[src/rtl/median_pkg.sv]
// Shared widths, default image geometry and FSM state type for the median frame sequencer.
package median_pkg;

  localparam int unsigned ImgWDefault = 240;
  localparam int unsigned ImgHDefault = 180;
  localparam int unsigned CoordW      = 8;
  localparam int unsigned ThreshW     = 13;
  localparam int unsigned OnesW       = 16;

  typedef enum logic [2:0] {
    StIdle,
    StLoad,
    StGap,
    StRun,
    StDone
  } state_e;

endpackage

[src/rtl/median_frame_sequencer_if.sv]
// Command, pixel-stream, filter-control and status signals of the median frame sequencer.
interface median_frame_sequencer_if;
  import median_pkg::*;

  logic               cmd_start;
  logic               abort;
  logic [ThreshW-1:0] threshold_cfg;
  logic               pix_valid;
  logic               pix_data;
  logic               pix_ready;
  logic               write_mem;
  logic [CoordW-1:0]  x_address;
  logic [CoordW-1:0]  y_address;
  logic               data_in;
  logic               start;
  logic [ThreshW-1:0] threshold;
  logic               wake_up;
  logic               write_median_mem;
  logic               write_median_data;
  logic               full_image_done;
  logic               busy;
  logic               frame_done;
  logic               timeout_err;
  logic               woke_up;
  logic [OnesW-1:0]   ones_count;

  modport slave (
    input  cmd_start, abort, threshold_cfg, pix_valid, pix_data,
    input  wake_up, write_median_mem, write_median_data, full_image_done,
    output pix_ready, write_mem, x_address, y_address, data_in, start, threshold,
    output busy, frame_done, timeout_err, woke_up, ones_count
  );

  modport master (
    output cmd_start, abort, threshold_cfg, pix_valid, pix_data,
    output wake_up, write_median_mem, write_median_data, full_image_done,
    input  pix_ready, write_mem, x_address, y_address, data_in, start, threshold,
    input  busy, frame_done, timeout_err, woke_up, ones_count
  );

endinterface

[src/rtl/raster_addr_counter.sv]
// Column-major raster address counter: y is the inner index, x advances when y wraps.
module raster_addr_counter
  import median_pkg::*;
#(
  parameter int unsigned IMG_W = ImgWDefault,
  parameter int unsigned IMG_H = ImgHDefault
) (
  input  logic              clk_i,
  input  logic              reset_i,
  input  logic              clr_i,
  input  logic              en_i,
  output logic [CoordW-1:0] x_o,
  output logic [CoordW-1:0] y_o,
  output logic              last_o
);

  logic [CoordW-1:0] x_q, x_d;
  logic [CoordW-1:0] y_q, y_d;
  logic              x_last, y_last;

  assign x_last = (x_q == CoordW'(IMG_W - 1));
  assign y_last = (y_q == CoordW'(IMG_H - 1));

  always_comb begin
    x_d = x_q;
    y_d = y_q;
    if (clr_i) begin
      x_d = '0;
      y_d = '0;
    end else if (en_i) begin
      if (y_last) begin
        y_d = '0;
        x_d = x_last ? '0 : x_q + 1'b1;
      end else begin
        y_d = y_q + 1'b1;
      end
    end
  end

  always_ff @(posedge clk_i or posedge reset_i) begin
    if (reset_i) begin
      x_q <= '0;
      y_q <= '0;
    end else begin
      x_q <= x_d;
      y_q <= y_d;
    end
  end

  assign x_o    = x_q;
  assign y_o    = y_q;
  assign last_o = x_last && y_last;

endmodule

[src/rtl/median_frame_sequencer.sv]
// Loads one binary frame into the median filter memory, starts the filter, and collects
// its result statistics and status until the frame finishes, times out or is aborted.
module median_frame_sequencer
  import median_pkg::*;
#(
  parameter int unsigned IMG_W      = ImgWDefault,
  parameter int unsigned IMG_H      = ImgHDefault,
  parameter int unsigned GAP_CYCLES = 2,
  parameter int unsigned TIMEOUT    = 2 ** 20
) (
  input logic                      clk_i,
  input logic                      reset_i,
  median_frame_sequencer_if.slave  bus_io
);

  state_e             state_q, state_d;
  logic               write_mem_q, write_mem_d;
  logic [CoordW-1:0]  x_out_q, x_out_d;
  logic [CoordW-1:0]  y_out_q, y_out_d;
  logic               data_q, data_d;
  logic               start_q, start_d;
  logic               frame_done_q, frame_done_d;
  logic [ThreshW-1:0] thr_q, thr_d;
  logic [OnesW-1:0]   ones_q, ones_d;
  logic               woke_q, woke_d;
  logic               tmo_q, tmo_d;
  logic [31:0]        gap_q, gap_d;
  logic [31:0]        run_q, run_d;

  logic              pix_ready;
  logic              transfer;
  logic              cnt_clr;
  logic [CoordW-1:0] cnt_x, cnt_y;
  logic              cnt_last;

  // Ready is withheld during an abort so a dropped frame never consumes a pixel.
  assign pix_ready = (state_q == StLoad) && !bus_io.abort;
  assign transfer  = bus_io.pix_valid && pix_ready;
  assign cnt_clr   = (state_q == StIdle) && bus_io.cmd_start && !bus_io.abort;

  raster_addr_counter #(
    .IMG_W(IMG_W),
    .IMG_H(IMG_H)
  ) u_addr (
    .clk_i  (clk_i),
    .reset_i(reset_i),
    .clr_i  (cnt_clr),
    .en_i   (transfer),
    .x_o    (cnt_x),
    .y_o    (cnt_y),
    .last_o (cnt_last)
  );

  always_comb begin
    state_d      = state_q;
    write_mem_d  = 1'b0;
    x_out_d      = x_out_q;
    y_out_d      = y_out_q;
    data_d       = data_q;
    start_d      = start_q;
    frame_done_d = 1'b0;
    thr_d        = thr_q;
    ones_d       = ones_q;
    woke_d       = woke_q;
    tmo_d        = tmo_q;
    gap_d        = gap_q;
    run_d        = run_q;

    if (bus_io.abort) begin
      state_d = StIdle;
      start_d = 1'b0;
    end else begin
      if ((state_q != StIdle) && bus_io.wake_up) begin
        woke_d = 1'b1;
      end
      unique case (state_q)
        StIdle: begin
          if (bus_io.cmd_start) begin
            thr_d   = bus_io.threshold_cfg;
            ones_d  = '0;
            woke_d  = 1'b0;
            tmo_d   = 1'b0;
            state_d = StLoad;
          end
        end
        StLoad: begin
          if (transfer) begin
            write_mem_d = 1'b1;
            x_out_d     = cnt_x;
            y_out_d     = cnt_y;
            data_d      = bus_io.pix_data;
            if (cnt_last) begin
              gap_d   = '0;
              state_d = StGap;
            end
          end
        end
        // First GAP cycle carries the final write; GAP_CYCLES idle cycles follow it.
        StGap: begin
          if (gap_q == GAP_CYCLES) begin
            run_d   = '0;
            start_d = 1'b1;
            state_d = StRun;
          end else begin
            gap_d = gap_q + 32'd1;
          end
        end
        StRun: begin
          if (bus_io.write_median_mem && bus_io.write_median_data && (ones_q != '1)) begin
            ones_d = ones_q + 1'b1;
          end
          if (bus_io.full_image_done) begin
            start_d      = 1'b0;
            frame_done_d = 1'b1;
            state_d      = StDone;
          end else if (run_q == TIMEOUT - 1) begin
            tmo_d        = 1'b1;
            start_d      = 1'b0;
            frame_done_d = 1'b1;
            state_d      = StDone;
          end else begin
            run_d = run_q + 32'd1;
          end
        end
        StDone: begin
          state_d = StIdle;
        end
        default: begin
          state_d = StIdle;
          start_d = 1'b0;
        end
      endcase
    end
  end

  always_ff @(posedge clk_i or posedge reset_i) begin
    if (reset_i) begin
      state_q      <= StIdle;
      write_mem_q  <= 1'b0;
      x_out_q      <= '0;
      y_out_q      <= '0;
      data_q       <= 1'b0;
      start_q      <= 1'b0;
      frame_done_q <= 1'b0;
      thr_q        <= '0;
      ones_q       <= '0;
      woke_q       <= 1'b0;
      tmo_q        <= 1'b0;
      gap_q        <= '0;
      run_q        <= '0;
    end else begin
      state_q      <= state_d;
      write_mem_q  <= write_mem_d;
      x_out_q      <= x_out_d;
      y_out_q      <= y_out_d;
      data_q       <= data_d;
      start_q      <= start_d;
      frame_done_q <= frame_done_d;
      thr_q        <= thr_d;
      ones_q       <= ones_d;
      woke_q       <= woke_d;
      tmo_q        <= tmo_d;
      gap_q        <= gap_d;
      run_q        <= run_d;
    end
  end

  assign bus_io.pix_ready   = pix_ready;
  assign bus_io.write_mem   = write_mem_q;
  assign bus_io.x_address   = x_out_q;
  assign bus_io.y_address   = y_out_q;
  assign bus_io.data_in     = data_q;
  assign bus_io.start       = start_q;
  assign bus_io.threshold   = thr_q;
  assign bus_io.busy        = (state_q != StIdle);
  assign bus_io.frame_done  = frame_done_q;
  assign bus_io.timeout_err = tmo_q;
  assign bus_io.woke_up     = woke_q;
  assign bus_io.ones_count  = ones_q;

endmodule

[src/flat_wrapper.sv]
// flat-port wrapper written by rule: the top's interface ports become plain ports
module median_frame_sequencer_flat import median_pkg::*;
#(
  parameter int unsigned IMG_W      = ImgWDefault,
  parameter int unsigned IMG_H      = ImgHDefault,
  parameter int unsigned GAP_CYCLES = 2,
  parameter int unsigned TIMEOUT    = 2 ** 20
)
  (clk_i, reset_i, bus_io_cmd_start, bus_io_abort, bus_io_threshold_cfg, bus_io_pix_valid, bus_io_pix_data, bus_io_wake_up, bus_io_write_median_mem, bus_io_write_median_data, bus_io_full_image_done, bus_io_pix_ready, bus_io_write_mem, bus_io_x_address, bus_io_y_address, bus_io_data_in, bus_io_start, bus_io_threshold, bus_io_busy, bus_io_frame_done, bus_io_timeout_err, bus_io_woke_up, bus_io_ones_count);
  median_frame_sequencer_if bus_io_i ();
  input logic clk_i;
  input logic reset_i;
  input wire logic [$bits(bus_io_i.cmd_start)-1:0] bus_io_cmd_start;
  input wire logic [$bits(bus_io_i.abort)-1:0] bus_io_abort;
  input wire logic [$bits(bus_io_i.threshold_cfg)-1:0] bus_io_threshold_cfg;
  input wire logic [$bits(bus_io_i.pix_valid)-1:0] bus_io_pix_valid;
  input wire logic [$bits(bus_io_i.pix_data)-1:0] bus_io_pix_data;
  input wire logic [$bits(bus_io_i.wake_up)-1:0] bus_io_wake_up;
  input wire logic [$bits(bus_io_i.write_median_mem)-1:0] bus_io_write_median_mem;
  input wire logic [$bits(bus_io_i.write_median_data)-1:0] bus_io_write_median_data;
  input wire logic [$bits(bus_io_i.full_image_done)-1:0] bus_io_full_image_done;
  output wire logic [$bits(bus_io_i.pix_ready)-1:0] bus_io_pix_ready;
  output wire logic [$bits(bus_io_i.write_mem)-1:0] bus_io_write_mem;
  output wire logic [$bits(bus_io_i.x_address)-1:0] bus_io_x_address;
  output wire logic [$bits(bus_io_i.y_address)-1:0] bus_io_y_address;
  output wire logic [$bits(bus_io_i.data_in)-1:0] bus_io_data_in;
  output wire logic [$bits(bus_io_i.start)-1:0] bus_io_start;
  output wire logic [$bits(bus_io_i.threshold)-1:0] bus_io_threshold;
  output wire logic [$bits(bus_io_i.busy)-1:0] bus_io_busy;
  output wire logic [$bits(bus_io_i.frame_done)-1:0] bus_io_frame_done;
  output wire logic [$bits(bus_io_i.timeout_err)-1:0] bus_io_timeout_err;
  output wire logic [$bits(bus_io_i.woke_up)-1:0] bus_io_woke_up;
  output wire logic [$bits(bus_io_i.ones_count)-1:0] bus_io_ones_count;
  assign bus_io_i.cmd_start = bus_io_cmd_start;
  assign bus_io_i.abort = bus_io_abort;
  assign bus_io_i.threshold_cfg = bus_io_threshold_cfg;
  assign bus_io_i.pix_valid = bus_io_pix_valid;
  assign bus_io_i.pix_data = bus_io_pix_data;
  assign bus_io_i.wake_up = bus_io_wake_up;
  assign bus_io_i.write_median_mem = bus_io_write_median_mem;
  assign bus_io_i.write_median_data = bus_io_write_median_data;
  assign bus_io_i.full_image_done = bus_io_full_image_done;
  assign bus_io_pix_ready = bus_io_i.pix_ready;
  assign bus_io_write_mem = bus_io_i.write_mem;
  assign bus_io_x_address = bus_io_i.x_address;
  assign bus_io_y_address = bus_io_i.y_address;
  assign bus_io_data_in = bus_io_i.data_in;
  assign bus_io_start = bus_io_i.start;
  assign bus_io_threshold = bus_io_i.threshold;
  assign bus_io_busy = bus_io_i.busy;
  assign bus_io_frame_done = bus_io_i.frame_done;
  assign bus_io_timeout_err = bus_io_i.timeout_err;
  assign bus_io_woke_up = bus_io_i.woke_up;
  assign bus_io_ones_count = bus_io_i.ones_count;
  median_frame_sequencer #(.IMG_W(IMG_W), .IMG_H(IMG_H), .GAP_CYCLES(GAP_CYCLES), .TIMEOUT(TIMEOUT)) u_core (.clk_i(clk_i), .reset_i(reset_i), .bus_io(bus_io_i));
endmodule
[config.mk]
export PLATFORM = sky130hd
export DESIGN_NAME = median_frame_sequencer_flat
export DESIGN_NICKNAME = d
export VERILOG_FILES = /design/src/rtl/median_pkg.sv /design/src/rtl/median_frame_sequencer_if.sv /design/src/rtl/raster_addr_counter.sv /design/src/rtl/median_frame_sequencer.sv /design/src/flat_wrapper.sv
export SDC_FILE = /design/constraint.sdc
export NUM_CORES = 1
export LEC_CHECK = 0
export BUFFER_PORTS_ARGS = -buffer_cell sky130_fd_sc_hd__buf_2
export CAP_MARGIN = 20
export CORE_MARGIN = 5
export CORE_UTILIZATION = 59
export DETAILED_ROUTE_END_ITERATION = 10
export PLACE_DENSITY = 0.8
export SYNTH_ARGS = -nofsm -noshare
export SYNTH_HDL_FRONTEND = slang
export SYNTH_SLANG_ARGS = --single-unit
export TNS_END_PERCENT = 5
[constraint.sdc]
create_clock -name clk_i -period 4.6 [get_ports clk_i]
set_input_delay 0.46 -clock clk_i [delete_from_list [all_inputs] [get_ports clk_i]]
set_output_delay 0.46 -clock clk_i [all_outputs]
set_load 0.05 [all_outputs]
After elaboration in Yosys (flattened, before gate mapping)
Cells that the tools add are included.

Register bits after elaboration: 134. Input port bits: 23. Output and inout bits: 53. Word-level logic and storage cells: 116.

Add/subtract/negate cells: 5. Equal/unequal tests: 24. Multiplexer cells: 45. Bitwise gates (word level): 1. Reductions and logical operators: 26.

Operators by type and width (number): 32-bit two-way mux (6); 32-bit one-hot mux with 2 select lines (2); 32-bit by 1-bit adder with 32-bit output (second input constant) (2); 8-bit two-way mux (7); 32-bit by 2-bit equality test with 1-bit output (second input constant) (1); 32-bit by 20-bit equality test with 1-bit output (second input constant) (1); 16-bit two-way mux (2); 16-bit one-hot mux with 2 select lines (1); 3-bit two-way mux (7); 5-bit AND reduction (4); 1-bit two-way mux (17); 16-bit by 1-bit adder with 16-bit output (second input constant) (1); 8-bit by 1-bit adder with 8-bit output (second input constant) (2); 8-bit equality test (second input constant) (2); 16-bit inequality test (second input constant) (1); 2-bit by 1-bit inequality test with 1-bit output (second input constant) (6); 3-bit one-hot mux with 4 select lines (1); 2-bit nonzero test (5); 3-bit by 2-bit inequality test with 1-bit output (second input constant) (3); 3-bit AND reduction (3); 1-bit logical AND (8); 2-bit inequality test (second input constant) (4); 3-bit by 2-bit equality test with 1-bit output (second input constant) (2); 4-bit by 3-bit inequality test with 1-bit output (second input constant) (1); 12 further kinds (12).

Depth between registers and ports, before layout
Depth after elaboration: 6. Mapped depth: 9. Depth with buffers taken out: 8.

By module
From an unflattened synthesis, not the netlist that was laid out.

Cells, all modules: 739. Area total of the unflattened synthesis: 6935.4 sq um.

By module, submodules not included: median_frame_sequencer (times used 1, cells each 650, area an instance 6057.1 sq um, sequential area each 2952.8 sq um); raster_addr_counter (times used 1, cells each 89, area an instance 878.3 sq um, sequential area each 400.4 sq um).

Worst setup path after synthesis
OpenSTA, ideal clock, no wires.

Kind: input-to-reg. From: in bus_io_abort. To: reg u_core.x_out_q[0], in the netlist u_core.bus_io.x_address[0]. Library setup time: 0.125 ns. Arrival time: 2.307 ns. Data required time: 4.475 ns. Setup slack: 2.169 ns. Cell stages on the path: 6. Buffers on the path: 2. Cells stage by stage: buf_6 > nor4b_4 > nand2_2 > clkinv_1 > buf_2 > mux2_2.

Word-level cells in the longest chain between the ends: 4. Elaborated cells on any way between the ends: 5. Classes of those cells: bitwise: 1; reduce/logical: 4.

RTL lines: from (decl) (line flat_wrapper.sv:14) `input wire logic [$bits(bus_io_i.abort)-1:0] bus_io_abort;`; 1-bit logical NOT (line median_frame_sequencer.sv:37) `assign pix_ready = (state_q == StLoad) && !bus_io.abort;`; 1-bit logical AND (line median_frame_sequencer.sv:37); via bus_io_pix_ready (line flat_wrapper.sv:22) `output wire logic [$bits(bus_io_i.pix_ready)-1:0] bus_io_pix_ready;`; 1-bit logical AND (line median_frame_sequencer.sv:38) `assign transfer = bus_io.pix_valid && pix_ready;`; 3-bit AND reduction (no line); to (signal assigned) (line median_frame_sequencer.sv:154) `x_out_q <= x_out_d;`; to (decl) (line median_frame_sequencer.sv:18) `logic [CoordW-1:0] x_out_q, x_out_d;`.

The timed path passes the listed nets, and every way through them passes these cells. A chain may end at the register's enable or synchronous reset.

Final worst setup path
From: reg u_core.gap_q[15]. To: reg u_core.run_q[0].

Word-level cells in the longest chain between the ends: 3.

RTL lines: from (decl) (line median_frame_sequencer.sv:27) `logic [31:0] gap_q, gap_d;`; from (signal assigned) (line median_frame_sequencer.sv:163) `gap_q <= gap_d;`; 32-bit by 2-bit equality test with 1-bit output (line median_frame_sequencer.sv:100) `if (gap_q == GAP_CYCLES) begin`; 2-bit by 1-bit inequality test with 1-bit output (no line); 5-bit AND reduction (no line); to (signal assigned) (line median_frame_sequencer.sv:164) `run_q <= run_d;`; to (decl) (line median_frame_sequencer.sv:28) `logic [31:0] run_q, run_d;`.

Every way passes these cells.

==> flow_metrics.py <==
metrics = {
    "min_path": {
        "hold_path.startpoint": "bus_io_threshold_cfg[2]",
        "hold_depth": 3,
        "hold_end": "u_core.bus_io.threshold[2]",
        "hold_path.class": "in2reg",
    },
    "power": {
        "peakVddDrop_mv": 0.280,
        "leakage_nw": 3.70,
        "total_power_mw": 2.94,
        "power_density_nw_per_um2": 361,
    },
    "sta": {
        "setup_viol": 0,
        "slew_viol_final": 0,
        "skew_ns": 0.00599,
        "worst-slew-pin-transition_ns": 1.07,
        "hold_viol": 0,
        "fin_hold_ws_ns": 0.224,
        "fmax_ghz": 0.360,
        "tns_ns": 0,
        "finalCriticalPeriod_ns": 2.78,
        "worst_slack_ns": 1.82,
        "slew_headroom": 0.285,
        "post-route-period-util": 0.604,
        "rsz0062_at_grt": "false",
    },
    "placement": {
        "placed_area_um2": 7500,
        "post-dp-hpwl_um": 11700,
        "place_ws_ns": 1.88,
        "place_congestion": 0.851,
        "place_inst": 962,
        "numPortBuffers": 75,
    },
    "grt": {
        "antenna_found_initial": 0,
        "grt_usage": 0.251,
        "grt_first_pass_wirelength_um": 29600,
        "grt_max_degree": 78,
        "overflow": 0,
        "grt_pass1_vias": 6228,
    },
    "floorplanning": {
        "rows": 40,
        "fp.dieArea_um2": 14400,
        "die_w_um": 120,
        "initial_core_util": 0.597,
        "die_h_um": 120,
        "pin_count": 76,
        "core_area_um2": 12000,
    },
    "worst_setup_path": {
        "cp.required_ns": 4.91,
        "rr_worst_depth": 6,
        "crit_fanout": 20,
        "worstSetupStartpointType": "register",
        "path_class": "reg2reg",
        "worstPathArrival_ns": 3.09,
        "r2r-end": "u_core.run_q[0]",
        "rrSetupSlack_ns": 1.82,
        "end_kind": "register",
        "reg2reg_from": "u_core.gap_q[15]",
    },
    "cells_and_area": {
        "postLayoutCoreUtil": 0.680,
        "fillers": 861,
        "layout-drive-gt1-share": 0.192,
        "final-seq-area_um2": 3350,
        "area_growth_pct": 13.9,
        "final_net_count": 864,
        "final_area_um2": 8130,
        "antenna_cells": 0,
        "multi_input_area_um2": 3510,
        "final_cells": 995,
    },
    "synth": {
        "ys_top_cells_by_count": "134 x dfrtp_1, 106 x nand2_1, 57 x nor2_1, 52 x o21ai_1, 51 x a31oi_1",
        "synth_nets": 807,
        "async_reset_ff_frac": 1.00,
        "synth_top_area_frac": 0.469,
        "syn_avg_cell_area_um2": 9.18,
        "synthMostInstantiatedCell": "dfrtp_1",
        "synth_edf_count": 0,
        "ys_ff_latch": 134,
        "ys_types": 69,
        "ys.warnings.count": 0,
        "ys_seq_area_frac": 0.469,
        "syn_inst": 778,
        "synth_top_area_cell": "dfrtp_1",
        "netlist_top_cells_area": "dfrtp_1 47%, nand2_1 5.6%, a31oi_1 4.5%",
        "netlist_area_um2": 7140,
        "ys.flop_type": "dfrtp_1",
    },
    "clocking": {
        "htree_levels": 4,
        "cts_resized": 0,
        "numCtsBuffers": 17,
        "cts_tree": "done",
        "cts.sinks": 134,
        "root_buffer": "clkbuf_16",
        "clkTransAtPathRegs_ns": 0.06,
        "cts_hold_buf": 0,
        "cts_setup_buffers": 0,
        "cts.path.max_buffers": 2,
        "clk-insertion-delay-late_ns": 0.43,
    },
    "route": {
        "drc": 0,
        "routed_via_density": 6.50,
        "ant_nets": 0,
        "initialDrtViolationCount": 529,
        "drt-total-wl_um": 17600,
        "vias": 6471,
        "wl_per_cell_um": 17.7,
        "dr.pass1.iters": 5,
    },
    "status": {
        "status": "finished clean",
    },
    "flow_run": {
        "maxCapViolations": 0,
    },
}
## routing by layer
metal / track usage / wire length [um] / vias to the layer above
met5: 0 / 0 / -
met2: 0.403 / 8610 / 295
met3: 0.0617 / 1360 / 29
met4: 0.0966 / 307 / 0
met1: 0.328 / 7330 / 3137
li1: - / - / 3010
## cell usage in the layout (no fill, tap or decap), types with 8 or more instances in the layout
master / n
dfrtp_1: 134
nand2_1: 106
buf_2: 75
nor2_1: 57
o21ai_1: 52
a31oi_1: 51
nand3_1: 43
o21ai_0: 39
a21oi_1: 34
nand4_1: 24
and3_1: 21
clkbuf_16: 17
mux2_2: 16
nor4_1: 13
nor3_1: 13
and4_1: 10
o31ai_2: 9
inv_1: 8
and2_1: 8
o31ai_1: 8
## final cells by class
cell class / instances / area share
Multi-Input combinational cell: 591 / 0.432
Sequential cell: 134 / 0.412
Clock buffer: 20 / 0.0549
Timing Repair Buffer: 81 / 0.0542
Tap cell: 147 / 0.0226
Clock inverter: 12 / 0.0189
Inverter: 10 / 0.00492
## sequential cells by signal, summed over array words and instances, names as in the netlist
register	cells
u_core.bus_io.data_in	1
u_core.bus_io.frame_done	1
u_core.bus_io.ones_count	16
u_core.bus_io.start	1
u_core.bus_io.threshold	13
u_core.bus_io.timeout_err	1
u_core.bus_io.woke_up	1
u_core.bus_io.write_mem	1
u_core.bus_io.x_address	8
u_core.bus_io.y_address	8
u_core.gap_q	32
u_core.run_q	32
u_core.state_q	3
u_core.u_addr.x_o	8
u_core.u_addr.y_o	8
## worst max-delay path by stage
| stage | slack [ns] | end | startpoint | depth (start not counted) |
|---|---|---|---|---|
| floorplan | 0.56 | u_core.bus_io.data_in | reset_i | 1 |
| global placement | 1.95 | u_core.run_q[0] | u_core.gap_q[15] | 6 |
| detailed placement | 1.88 | u_core.run_q[0] | u_core.gap_q[15] | 6 |
| CTS | 1.84 | u_core.run_q[0] | u_core.gap_q[15] | 6 |
| global route | 1.59 | u_core.run_q[0] | u_core.gap_q[15] | 6 |
| finish | 1.82 | u_core.run_q[0] | u_core.gap_q[15] | 6 |
## logic make-up after synthesis
family,after synthesis,synth area share
buffers and inverters,53,0.0385
adders and majority gates,6,0.0105
muxes,17,0.0266
AOI/OAI and AO/OA,229,0.202
DFF,134,0.469
and+or+nand+nor,334,0.246
xor gates and xnor gates,5,0.00613
## report_power, final
part           switching [mW]  internal, mW  leakage, nW
Combinational           0.229        0.0697         1.60
Clock                   0.513         0.864        0.286
Sequential             0.0356          1.23         1.82
## worst max-delay path: stages, from the launching register on
cell      delay (ns)
dfrtp_1         0.47
nor4_1          0.39
nand4_1         0.27
nor2_1          0.26
o2111a_1        0.77
o21ai_1         0.20
mux2_2          0.31
Power figures use the tool's default switching activity.
